`config.mk`:
```
export PLATFORM = sky130hd
export DESIGN_NAME = mips_register_file
export DESIGN_NICKNAME = d
export VERILOG_FILES = /design/src/rtl/mips_register_file.sv
export SDC_FILE = /design/constraint.sdc
export NUM_CORES = 2
export LEC_CHECK = 0
export BUFFER_PORTS_ARGS = -buffer_cell sky130_fd_sc_hd__buf_2
export CORE_AREA = 2 2 315 317
export CTS_CLUSTER_SIZE = 25
export DETAILED_ROUTE_END_ITERATION = 6
export DIE_AREA = 0 0 317 319
export PLACE_DENSITY = 0.71
export SLEW_MARGIN = 20
export SYNTH_ARGS = -nofsm -noshare
export SYNTH_HDL_FRONTEND = slang
export SYNTH_SLANG_ARGS = --single-unit
export TNS_END_PERCENT = 5
```
`constraint.sdc`:
```
create_clock -name clock -period 94.2 [get_ports clock]
set_input_delay 18.84 -clock clock [delete_from_list [all_inputs] [get_ports clock]]
set_output_delay 18.84 -clock clock [all_outputs]
set_load 0.01 [all_outputs]
```
`src/rtl/mips_register_file.sv`:
```
// mips_register_file: 32 x 32-bit MIPS32 GPR file, two async read ports, one sync write port.
// Ports: clock/reset (async active-high clear); read_reg1/read_reg2 -> read_data1/read_data2
//        (combinational, zero latency); write_reg/write_data/reg_write (rising-edge write).
// Register $0 is a constant zero, never stored. No write-to-read bypass: same-cycle reads see the old value.
module mips_register_file #(
  parameter int DATA_WIDTH = 32,
  parameter int ADDR_WIDTH = 5,
  parameter int NUM_REGS   = 32
) (
  input  logic                  clock,
  input  logic                  reset,
  input  logic [ADDR_WIDTH-1:0] read_reg1,
  input  logic [ADDR_WIDTH-1:0] read_reg2,
  input  logic [ADDR_WIDTH-1:0] write_reg,
  input  logic [DATA_WIDTH-1:0] write_data,
  input  logic                  reg_write,
  output logic [DATA_WIDTH-1:0] read_data1,
  output logic [DATA_WIDTH-1:0] read_data2
);

  // Every specifier must select a real entry so the read muxes have no out-of-range case.
  if (NUM_REGS != (2 ** ADDR_WIDTH)) begin : g_bad_params
    $error("mips_register_file: NUM_REGS must equal 2**ADDR_WIDTH");
  end

  // Storage for $1..$N-1 only; $0 has no flop behind it.
  logic [DATA_WIDTH-1:0] regs_q [NUM_REGS-1:1];
  logic [DATA_WIDTH-1:0] regs_d [NUM_REGS-1:1];

  // Read-side view of the whole file, with entry 0 tied to zero.
  logic [DATA_WIDTH-1:0] rf_view [NUM_REGS];

  always_comb begin
    for (int i = 1; i < NUM_REGS; i++) begin
      regs_d[i] = regs_q[i];
      if (reg_write && (write_reg == ADDR_WIDTH'(i))) begin
        regs_d[i] = write_data;
      end
    end
  end

  // Reset is asynchronous and dominates any write presented on the same edge.
  for (genvar g = 1; g < NUM_REGS; g++) begin : g_regs
    always_ff @(posedge clock or posedge reset) begin
      if (reset) begin
        regs_q[g] <= '0;
      end else begin
        regs_q[g] <= regs_d[g];
      end
    end
  end

  assign rf_view[0] = '0;
  for (genvar g = 1; g < NUM_REGS; g++) begin : g_view
    assign rf_view[g] = regs_q[g];
  end

  // Reads come straight from the flops. write_data is an ALU function of these outputs,
  // so forwarding write_data here would close a combinational loop.
  assign read_data1 = rf_view[read_reg1];
  assign read_data2 = rf_view[read_reg2];

endmodule

```
# Yosys cells after proc, flatten, opt, wreduce, memory -nomap -nowiden
# Index checks and enable logic that the tools add are counted.
# word_totals
inputBits	50
reg_bits	992
output_inout_bits	64
wordCells	103
# op_classes
magnitude_cmp	2
bitwise	2
reduce_logical	31
mux	6
n_eq_ne	31
# op_table
operator	n
binary-select mux 32 bit (select 5 bit)	2
two-way mux 32 bit	4
== test 5 bit, second input constant	16
== test 5 x 4 -> 1 bit, second input constant	8
logical AND 1 bit	31
== test 5 x 3 -> 1 bit, second input constant	4
greater-or-equal comparator 6 bit, second input constant	2
NOT 5 -> 6 bit	2
== test 5 x 2 -> 1 bit, second input constant	2
== test 5 x 1 -> 1 bit, second input constant	1

# Logic depth before layout (Yosys ltp)
# logic_depth
ltp_word	4
depth_mapped	9

# Worst setup path before layout
# No wires, ideal clock.
# synth_path
kind	input port to output port
start	input port read_reg2[2]
end	output port read_data2[10]
stages	7
required_time_ps	75360
slack_ps	55040
n_path_buf	3
t_arrival_ps	20320
path_cell_list	buf_2 > buf_2 > buf_1 > mux4_2 > a22o_1 > o21ai_1 > o31ai_1
# synth_via
elab_chain_len	4
# synth_rtl
element	line	text
start, declared	13	input logic [ADDR_WIDTH-1:0] read_reg2,
NOT 5 -> 6 bit (implied by the code)	61	assign read_data2 = rf_view[read_reg2];
binary-select mux 32 bit (select 5 bit)	61	
two-way mux 32 bit (implied by the code) (2 in series)	61	
end, declared	18	output logic [DATA_WIDTH-1:0] read_data2
# Every way passes these cells. The select of a mux whose other input is x is not followed.

# Final worst setup path
# layout_path
start	input port read_reg2[0]
end	output port read_data2[23]
# The elaborated chain is that of the path after synthesis.

==> results.yml <==
final_layout:
  largest_reg_flops: 992
  instances_no_fill: 4914
  reg_top3: "regs_q x992"
  drive_gt1_frac: 0.487
  nets: 3584
  postLayoutCoreUtil: 0.595
  top_register: "regs_q"
  syn2layout_area_growth_pct: 9.17
synthesis:
  synth_cell_types: 30
  ys.flop_type: "dfrtp_1"
  synth_edf_count: 0
  syn-num-nets: 3686
  ys_warn_count: 0
  synth.largest_area_cell: "dfrtp_1"
  syn_inst: 3636
  synth_top_area_share: 0.466
  synth.ff_latch_count: 992
  ys_top_cells_by_area: "dfrtp_1 (47%), mux2_2 (20%), mux4_2 (16%)"
  ys_seq_area_frac: 0.466
  synthesis.area_um2: 53200
  ys_async_sr_fraction: 1.00
  postSynthAreaPerCell_um2: 14.6
hold_path:
  hp-class: "flop to flop"
  min_from: "regs_q[865]"
clocking:
  ctsResizeCount: 0
  htreeDepth: 3
  cts-root-buf: "clkbuf_16"
  cts-buffers-inserted: 106
  hold_buffers: 0
  cts.path.max_buffers: 3
  post_cts_buffers: 0
  cts_tree: "built"
  clkSlewWorstSetupHoldPaths_ps: 60
  insertion_delay_ps: 710
  clock_sinks: 992
die:
  io_pins: 114
  chipHeight_um: 319
  row_count: 115
  die_area_um2: 101000
  coreArea_um2: 97700
  start_util: 0.545
  fp.dieW_um: 317
placed_design:
  io_buffers: 113
  gp_congestion: 0.838
  dp_hpwl_um: 89300
  place_inst: 4713
global_route:
  grt_pass1_vias: 35062
  antenna_found_initial: 8
  grt_pass1_wl_um: 234000
  overflow: 0
  grt_max_degree: 118
  grt_use_total: 0.312
timing:
  setup_viol: 0
  finalMaxSlewViolations: 0
  hold_ws_ps: 511
  setup_tns_ps: 0
  rsz0062_at_grt: "false"
  finalCritPeriodShare: 0.441
  tightestPinTransition_ps: 1110
  report.final.hold_viol_count: 0
  max_freq_mhz: 24.1
  relSlewSlack: 0.259
  period_needed_ps: 41550
  fin_skew_ps: 0
status:
  status: "finished clean"
run:
  maxCapViolations: 0
worst_setup_path:
  crit_path_end_kind: "output pin"
  cp.required_ps: 75360
  setup.worst_path.start: "read_reg2[0]"
  crit-reg2reg-launch: "regs_q[758]"
  critPathKind: "input port to output pin"
  cp-start-kind: "input port"
  path_max_fanout: 105
  arrival_ps: 22710
pwr:
  p_leak_nw: 25.4
  p_clk_frac: 0.349
  vdd_drop_max_mv: 0.0147
  switching_share: 0.274
  p_seq_frac: 0.452
  power_frac_comb: 0.199
  power_switching_mw: 0.347
  power.internal_mw: 0.921
  powerDensity_nw_per_um2: 21.8
  total_power_mw: 1.27
route:
  wl_per_cell_um: 31.6
  drtPass1Iterations: 6
  drc_errors: 0
  drtAntennaViolNets: 0
  num_vias: 34291
  viasPerCell: 6.98
  routed_wl_um: 155000
  drt_iter0_markers: 3410
path summary, 6_finish.rpt:
check,end,slack [ps],cells after the start
worst min-delay path,regs_q[865],510,1
worst max-delay path,read_data2[23],52650,8
min in group asynchronous,regs_q[470],18220,2
worst max register to register,regs_q[758],93350,1
worst min register to register,regs_q[865],510,1
max in group asynchronous,regs_q[900],72130,6
placed cells by master (no fill, tap or decap), drive strengths merged:
cell | netlist | layout
clkinvlp | 0 | 7
nor2 | 15 | 15
nor2b | 8 | 8
or3 | 3 | 3
nor3 | 3 | 3
buf | 208 | 194
and3 | 32 | 32
mux2 | 1056 | 1056
diode | 0 | 4
o21ai | 64 | 64
inv | 3 | 4
dfrtp | 992 | 992
nand2b | 5 | 5
bufinv | 0 | 11
a22o | 192 | 192
mux4 | 384 | 384
clkbuf | 196 | 148
mux2i | 160 | 160
o22ai | 64 | 64
a211oi | 64 | 64
nor3b | 2 | 2
nand3 | 4 | 4
clkinv | 0 | 30
and2 | 34 | 34
nand4b | 3 | 3
nand2 | 79 | 79
nand4 | 1 | 1
o31ai | 64 | 64
cells in the mapped netlist, types with 5 or more instances:
cell and number:
a211oi_1 64, o22ai_1 64, and2_1 34, nor2b_1 8
mux2_1 101, buf_2 149, nor2_1 15, buf_6 16
nand2b_1 5, mux2i_1 160, dfrtp_1 992, a22o_1 192
mux4_2 384, buf_4 31, and3_1 32, clkbuf_1 196
nand2_1 79, buf_1 12, mux2_2 955, o31ai_1 64
o21ai_1 64
routing by layer:
metal | routed length (µm) | up-vias | GRT usage
met4 | 4970 | 6 | 0.105
met3 | 14400 | 291 | 0.0705
li1 | - | 13905 | -
met1 | 65100 | 18510 | 0.450
met5 | 30 | - | 0
met2 | 70900 | 1579 | 0.468
through the flow:
step	area [µm²]	setup slack (ps)
finish	58100	52650
global route	58100	52580
CTS	58100	52690
detailed placement	54400	52690
global placement	54400	52730
floorplan	53200	47450
power groups by stage:
stage | sequential (mW) | clock [mW] | combinational, mW
after floorplan | 0.557 | 0 | 0.206
after global placement | 0.573 | 0 | 0.246
after detailed placement | 0.577 | 0 | 0.252
after CTS | 0.570 | 0.447 | 0.253
after global routing | 0.583 | 0.466 | 0.271
final | 0.573 | 0.442 | 0.252
cells by family after synthesis:
group / after synthesis / share of synthesized area
mux: 1600 / 0.416
flops: 992 / 0.466
compound gates: 448 / 0.0632
buf+inv: 407 / 0.0366
simple gates: 189 / 0.0181
critical path, cell delays in order:
cell and delay, ps:
buf_8 480, buf_12 670, buf_4 840, mux4_2 370, mux2i_1 70, and2_1 170
o31ai_1 760, buf_2 270
area by class of cell:
type | instances | area, µm²
Clock inverter | 49 | 631
Tap cell | 1287 | 1610
Multi-Input combinational cell | 2237 | 26700
Fill cell | 7437 | 39600
Inverter | 3 | 20.0
Sequential cell | 992 | 24800
Clock buffer | 148 | 3080
Timing Repair Buffer | 194 | 1250
Antenna cell | 4 | 10.0
Note: power is estimated with default switching activity, not from simulation.
